[src/rtl/apb_to_ahb.sv]
// APB completer to AHB-Lite manager bridge: one APB word access becomes one AHB SINGLE transfer.
// Optional wait-state watchdog with ABORT state when APB_TO_AHB_TIMEOUT_EN is defined.
module apb_to_ahb #(
   parameter int ADDRWIDTH      = 32,
   parameter int TIMEOUT_CYCLES = 255
) (
   input  logic                 HCLK,
   input  logic                 HRESETn,
   input  logic                 PSEL,
   input  logic                 PENABLE,
   input  logic                 PWRITE,
   input  logic [ADDRWIDTH-1:0] PADDR,
   input  logic [31:0]          PWDATA,
   output logic [31:0]          PRDATA,
   output logic                 PREADY,
   output logic                 PSLVERR,
   output logic [ADDRWIDTH-1:0] HADDR,
   output logic [1:0]           HTRANS,
   output logic [2:0]           HSIZE,
   output logic [2:0]           HBURST,
   output logic                 HWRITE,
   output logic [31:0]          HWDATA,
   input  logic [31:0]          HRDATA,
   input  logic                 HREADY,
   input  logic                 HRESP
);

   localparam logic [1:0] TRANS_IDLE   = 2'b00;
   localparam logic [1:0] TRANS_NONSEQ = 2'b10;

   if (TIMEOUT_CYCLES < 1 || TIMEOUT_CYCLES > 65535) begin : g_bad_timeout
      $error("TIMEOUT_CYCLES must be in 1..65535");
   end

`ifdef APB_TO_AHB_TIMEOUT_EN
   typedef enum logic [2:0] {S_IDLE, S_ADDR, S_DATA, S_RESP, S_ABORT} state_t;
   localparam logic [15:0] TO_LIMIT = 16'(TIMEOUT_CYCLES);
   logic [15:0] cnt_q, cnt_d;
`else
   typedef enum logic [2:0] {S_IDLE, S_ADDR, S_DATA, S_RESP} state_t;
`endif

   state_t               state_q, state_d;
   logic [ADDRWIDTH-3:0] addr_q, addr_d;
   logic                 wr_q, wr_d;
   logic [31:0]          wdata_q, wdata_d;
   logic [31:0]          rdata_q, rdata_d;
   logic                 err_q, err_d;
   logic [1:0]           htrans_q;
   logic                 pready_q, pslverr_q;
   logic                 unused_paddr_lsb;

   assign unused_paddr_lsb = ^PADDR[1:0];

   always_comb begin
      state_d = state_q;
      addr_d  = addr_q;
      wr_d    = wr_q;
      wdata_d = wdata_q;
      rdata_d = rdata_q;
      err_d   = err_q;
`ifdef APB_TO_AHB_TIMEOUT_EN
      cnt_d   = cnt_q;
`endif
      case (state_q)
         S_IDLE: begin
            if (PSEL && !PENABLE) begin
               addr_d  = PADDR[ADDRWIDTH-1:2];
               wr_d    = PWRITE;
               wdata_d = PWDATA;
               state_d = S_ADDR;
`ifdef APB_TO_AHB_TIMEOUT_EN
               cnt_d   = 16'd0;
`endif
            end
         end
         S_ADDR: begin
            if (HREADY) state_d = S_DATA;
`ifdef APB_TO_AHB_TIMEOUT_EN
            else begin
               cnt_d = cnt_q + 16'd1;
               if (cnt_d >= TO_LIMIT) state_d = S_ABORT;
            end
`endif
         end
         S_DATA: begin
            // A first error cycle (HREADY=0, HRESP=1) is just another wait here.
            if (HREADY) begin
               err_d = HRESP;
               if (!wr_q) rdata_d = HRESP ? 32'd0 : HRDATA;
               state_d = S_RESP;
            end
`ifdef APB_TO_AHB_TIMEOUT_EN
            else begin
               cnt_d = cnt_q + 16'd1;
               if (cnt_d >= TO_LIMIT) state_d = S_ABORT;
            end
`endif
         end
         S_RESP: state_d = S_IDLE;
`ifdef APB_TO_AHB_TIMEOUT_EN
         S_ABORT: begin
            err_d   = 1'b1;
            rdata_d = 32'd0;
            state_d = S_RESP;
         end
`endif
         default: state_d = S_IDLE;
      endcase
   end

   // Outputs are flops loaded from next-state so nothing combinational reaches a port.
   always_ff @(posedge HCLK) begin
      if (!HRESETn) begin
         state_q   <= S_IDLE;
         addr_q    <= '0;
         wr_q      <= 1'b0;
         wdata_q   <= 32'd0;
         rdata_q   <= 32'd0;
         err_q     <= 1'b0;
         htrans_q  <= TRANS_IDLE;
         pready_q  <= 1'b0;
         pslverr_q <= 1'b0;
`ifdef APB_TO_AHB_TIMEOUT_EN
         cnt_q     <= 16'd0;
`endif
      end else begin
         state_q   <= state_d;
         addr_q    <= addr_d;
         wr_q      <= wr_d;
         wdata_q   <= wdata_d;
         rdata_q   <= rdata_d;
         err_q     <= err_d;
         htrans_q  <= (state_d == S_ADDR) ? TRANS_NONSEQ : TRANS_IDLE;
         pready_q  <= (state_d == S_RESP);
         pslverr_q <= (state_d == S_RESP) && err_d;
`ifdef APB_TO_AHB_TIMEOUT_EN
         cnt_q     <= cnt_d;
`endif
      end
   end

   assign HADDR   = {addr_q, 2'b00};
   assign HTRANS  = htrans_q;
   assign HSIZE   = 3'b010;
   assign HBURST  = 3'b000;
   assign HWRITE  = wr_q;
   assign HWDATA  = wdata_q;
   assign PRDATA  = rdata_q;
   assign PREADY  = pready_q;
   assign PSLVERR = pslverr_q;

endmodule

[config.mk]
export PLATFORM = sky130hd
export DESIGN_NAME = apb_to_ahb
export DESIGN_NICKNAME = d
export VERILOG_FILES = /design/src/rtl/apb_to_ahb.sv
export SDC_FILE = /design/constraint.sdc
export NUM_CORES = 1
export LEC_CHECK = 0
export CORE_UTILIZATION = 36
export CTS_CLUSTER_DIAMETER = 200
export DETAILED_ROUTE_END_ITERATION = 16
export GPL_TIMING_DRIVEN = 0
export PLACE_DENSITY_LB_ADDON = 0.1
export REMOVE_ABC_BUFFERS = 1
export SLEW_MARGIN = 40
export SYNTH_ARGS = -nofsm -noshare
export SYNTH_HDL_FRONTEND = slang
export SYNTH_SLANG_ARGS = --single-unit
export TNS_END_PERCENT = 20
[constraint.sdc]
create_clock -name HCLK -period 1.5 [get_ports HCLK]
set_clock_uncertainty 0.2 [all_clocks]
set_input_delay 0.225 -clock HCLK [delete_from_list [all_inputs] [get_ports HCLK]]
set_output_delay 0.225 -clock HCLK [all_outputs]
set_load 0.01 [all_outputs]
==> impl_metrics.yaml <==
yosys:
  netlist_area_um2: 4220
  synth_warnings: 0
  syn-instance-count: 456
  synth_cell_type_count: 25
  synth_seq_cells: 101
  synth_area_per_cell_um2: 9.26
  yosysTopAreaCellShare: 0.479
  yosys.area.top_type: "dfxtp_1"
  yosys-top-cells-area: "dfxtp_1 (48%), mux2i_1 (15%), nand2_1 (11%), nand3b_1 (5.7%), o211ai_1 (5.7%)"
  synth_seq_area_share: 0.479
setup_path:
  crit_chain: "nor4_4 -> buf_6 -> buf_8 -> buf_8 -> buf_8 -> buf_8 -> mux2i_1"
  crit_type: "register to register"
  cp-end-kind: "register"
  crit_top_cell: "buf_8"
  arrival_ps: 1750
  cp.required_ps: 1570
  cp_slowest_cell: "dfxtp_4"
  setup.worst_path.start_class: "register"
  crit_path_max_incr_delay_ps: 350
  worstPathMaxFanout: 7
final_layout:
  final_cell_mix: "nand2_1 (126), dlygate4sd2_1 (101), dfxtp_1 (97)"
  fin_nets: 760
  n_fill_cell: 1033
  utilization: 0.590
  drive_gt1_frac: 0.0952
  layout_commonest_cell: "nand2_1"
  layout.area.seq_um2: 2030
  multiInputGateArea_um2: 2000
  areaGrowthSynthToFinish_pct: 59.7
  antenna_cells: 0
  fin_cells: 805
detailed_routing:
  wl_met3_um: 1150
  routed_wl_um: 11800
  wl_per_cell_um: 14.7
  drtAntennaViolNets: 0
  via_count: 3875
  top_layer: "met4"
  wl_met2_um: 5250
  via_per_inst: 4.81
  met1_length_um: 5250
  first_pass_iters: 4
  drt_iter0_drc: 125
  drc: 0
clock_tree:
  insertion_delay_ps: 330
  root_buffer: "clkbuf_16"
  cts_sinks: 101
  htreeDepth: 3
  numCtsBuffers: 9
  cts-hold-fix-buffers: 0
  cts_tree: "yes"
  clockBufferDepth: 2
  clkSlewWorstSetupHoldPaths_ps: 70
die:
  die_x_um: 110
  num_rows: 39
  ios: 210
  fp.dieH_um: 110
  dieArea_um2: 12200
  placeableCoreArea_um2: 11400
  start_util: 0.370
sta:
  grt_setup_unrepaired: "true"
  post-route-period-util: 1.12
  fmaxAchievable_mhz: 595
  setup-violations-final: 58
  worst_slew_pin_slew_ps: 510
  timing.slew.headroom: 0.660
  fin_ws_ps: -182
  setup_tns_ps: -5160
  hold_violations: 0
  min_period_ps: 1680
  slew_violations: 0
grt:
  gr-total-overflow: 0
  antenna_found_initial: 0
  grt_pass1_wl_um: 17200
  grt_pass1_vias: 3400
  grtUsageTotal: 0.185
  grt_max_degree: 109
place:
  post-place-ws_ps: -1350
  port_buffers: 198
  dp.cells: 764
  hpwl_um: 7380
  place_congestion: 0.678
power_and_ir_drop:
  vdd_drop_max_uv: 660
  p_per_area_nw_per_um2: 867
  total_power_mw: 5.84
  p_leak_nw: 2.93
hold_path:
  hp-class: "input port to register"
job:
  maxCapViolCount: 0
status:
  failed_checks: "negative setup slack"
  status: "finished with violations"
-- Yosys cell counts (all sizes together) --
cell type and number:
nand3b 32, nor3b 3, dfxtp 101, nand2b 2, a21oi 1, clkbuf 24, nand2 126, buf 28
inv 1, o211a 1, nor4 1, o21ai 32, and4bb 1, nand4bb 1, o211ai 32, conb 2
nor2b 2, and2 1, o31a 1, mux2i 63, and3 1
-- routing by layer --
metal  vias to the layer above  global-route usage
met5                         -                   0
met3                        11              0.0617
met1                      1788               0.230
met2                       141               0.291
met4                         0              0.0761
li1                       1935                   -
-- cell type report --
class / instances / area share
Multi-Input combinational cell: 313 / 0.297
Clock buffer: 11 / 0.0360
Tap cell: 143 / 0.0265
Inverter: 1 / 0.000557
Timing Repair Buffer: 231 / 0.331
Sequential cell: 101 / 0.301
Clock inverter: 5 / 0.00742
-- power breakdown --
| group | switching [mW] | internal (mW) | total, mW |
|---|---|---|---|
| Clock | 0.981 | 1.33 | 2.31 |
| Sequential | 0.0319 | 2.74 | 2.78 |
| Combinational | 0.310 | 0.450 | 0.760 |
-- sequential cells by signal (all words and copies together), names as in the netlist --
name	count
HWDATA	32
PRDATA	32
addr_q	30
state_q	3
HTRANS	1
HWRITE	1
PREADY	1
PSLVERR	1
-- worst paths after layout --
kind / endpoint / slack (ps) / depth (start not counted) / start
min reg2reg: addr_q[5] / 250 / 2 / addr_q[5]
max reg2reg: addr_q[20] / -180 / 7 / state_q[2]
min: HWDATA[0] / 140 / 3 / HRESETn
max: addr_q[20] / -180 / 7 / state_q[2]
-- metrics by stage --
step | hold slack, ps | cell area [um2]
after detailed placement | 248 | 6230
after floorplan | 147 | 3940
after global routing | 166 | 6740
after CTS | 128 | 6630
final | 143 | 6740
after global placement | 243 | 6100
-- cells by family (layout without fill, tap and decap cells) --
logic type,after synthesis,after routing,synth area share
muxes,63,63,0.149
AOI/OAI and AO/OA,67,67,0.101
buffers and inverters,53,248,0.0747
and+or+nand+nor,170,173,0.194
DFF,101,101,0.479
other,2,10,0.00178
-- what timing repair did --
item	4_1_cts	5_1_grt
resized for setup	123	10
endpoints found under the setup margin	195	85
setup buffers	13	10
gates cloned	3	0
pin swaps	6	10
-- worst max-delay path, delay by kind of cell (launching register included) --
family	cells	cell delay, ps
buffers and inverters	5	560
flip-flops	1	350
AND/OR/NAND/NOR	1	310
multiplexers	1	190
Note: power is estimated with default switching activity, not from simulation.
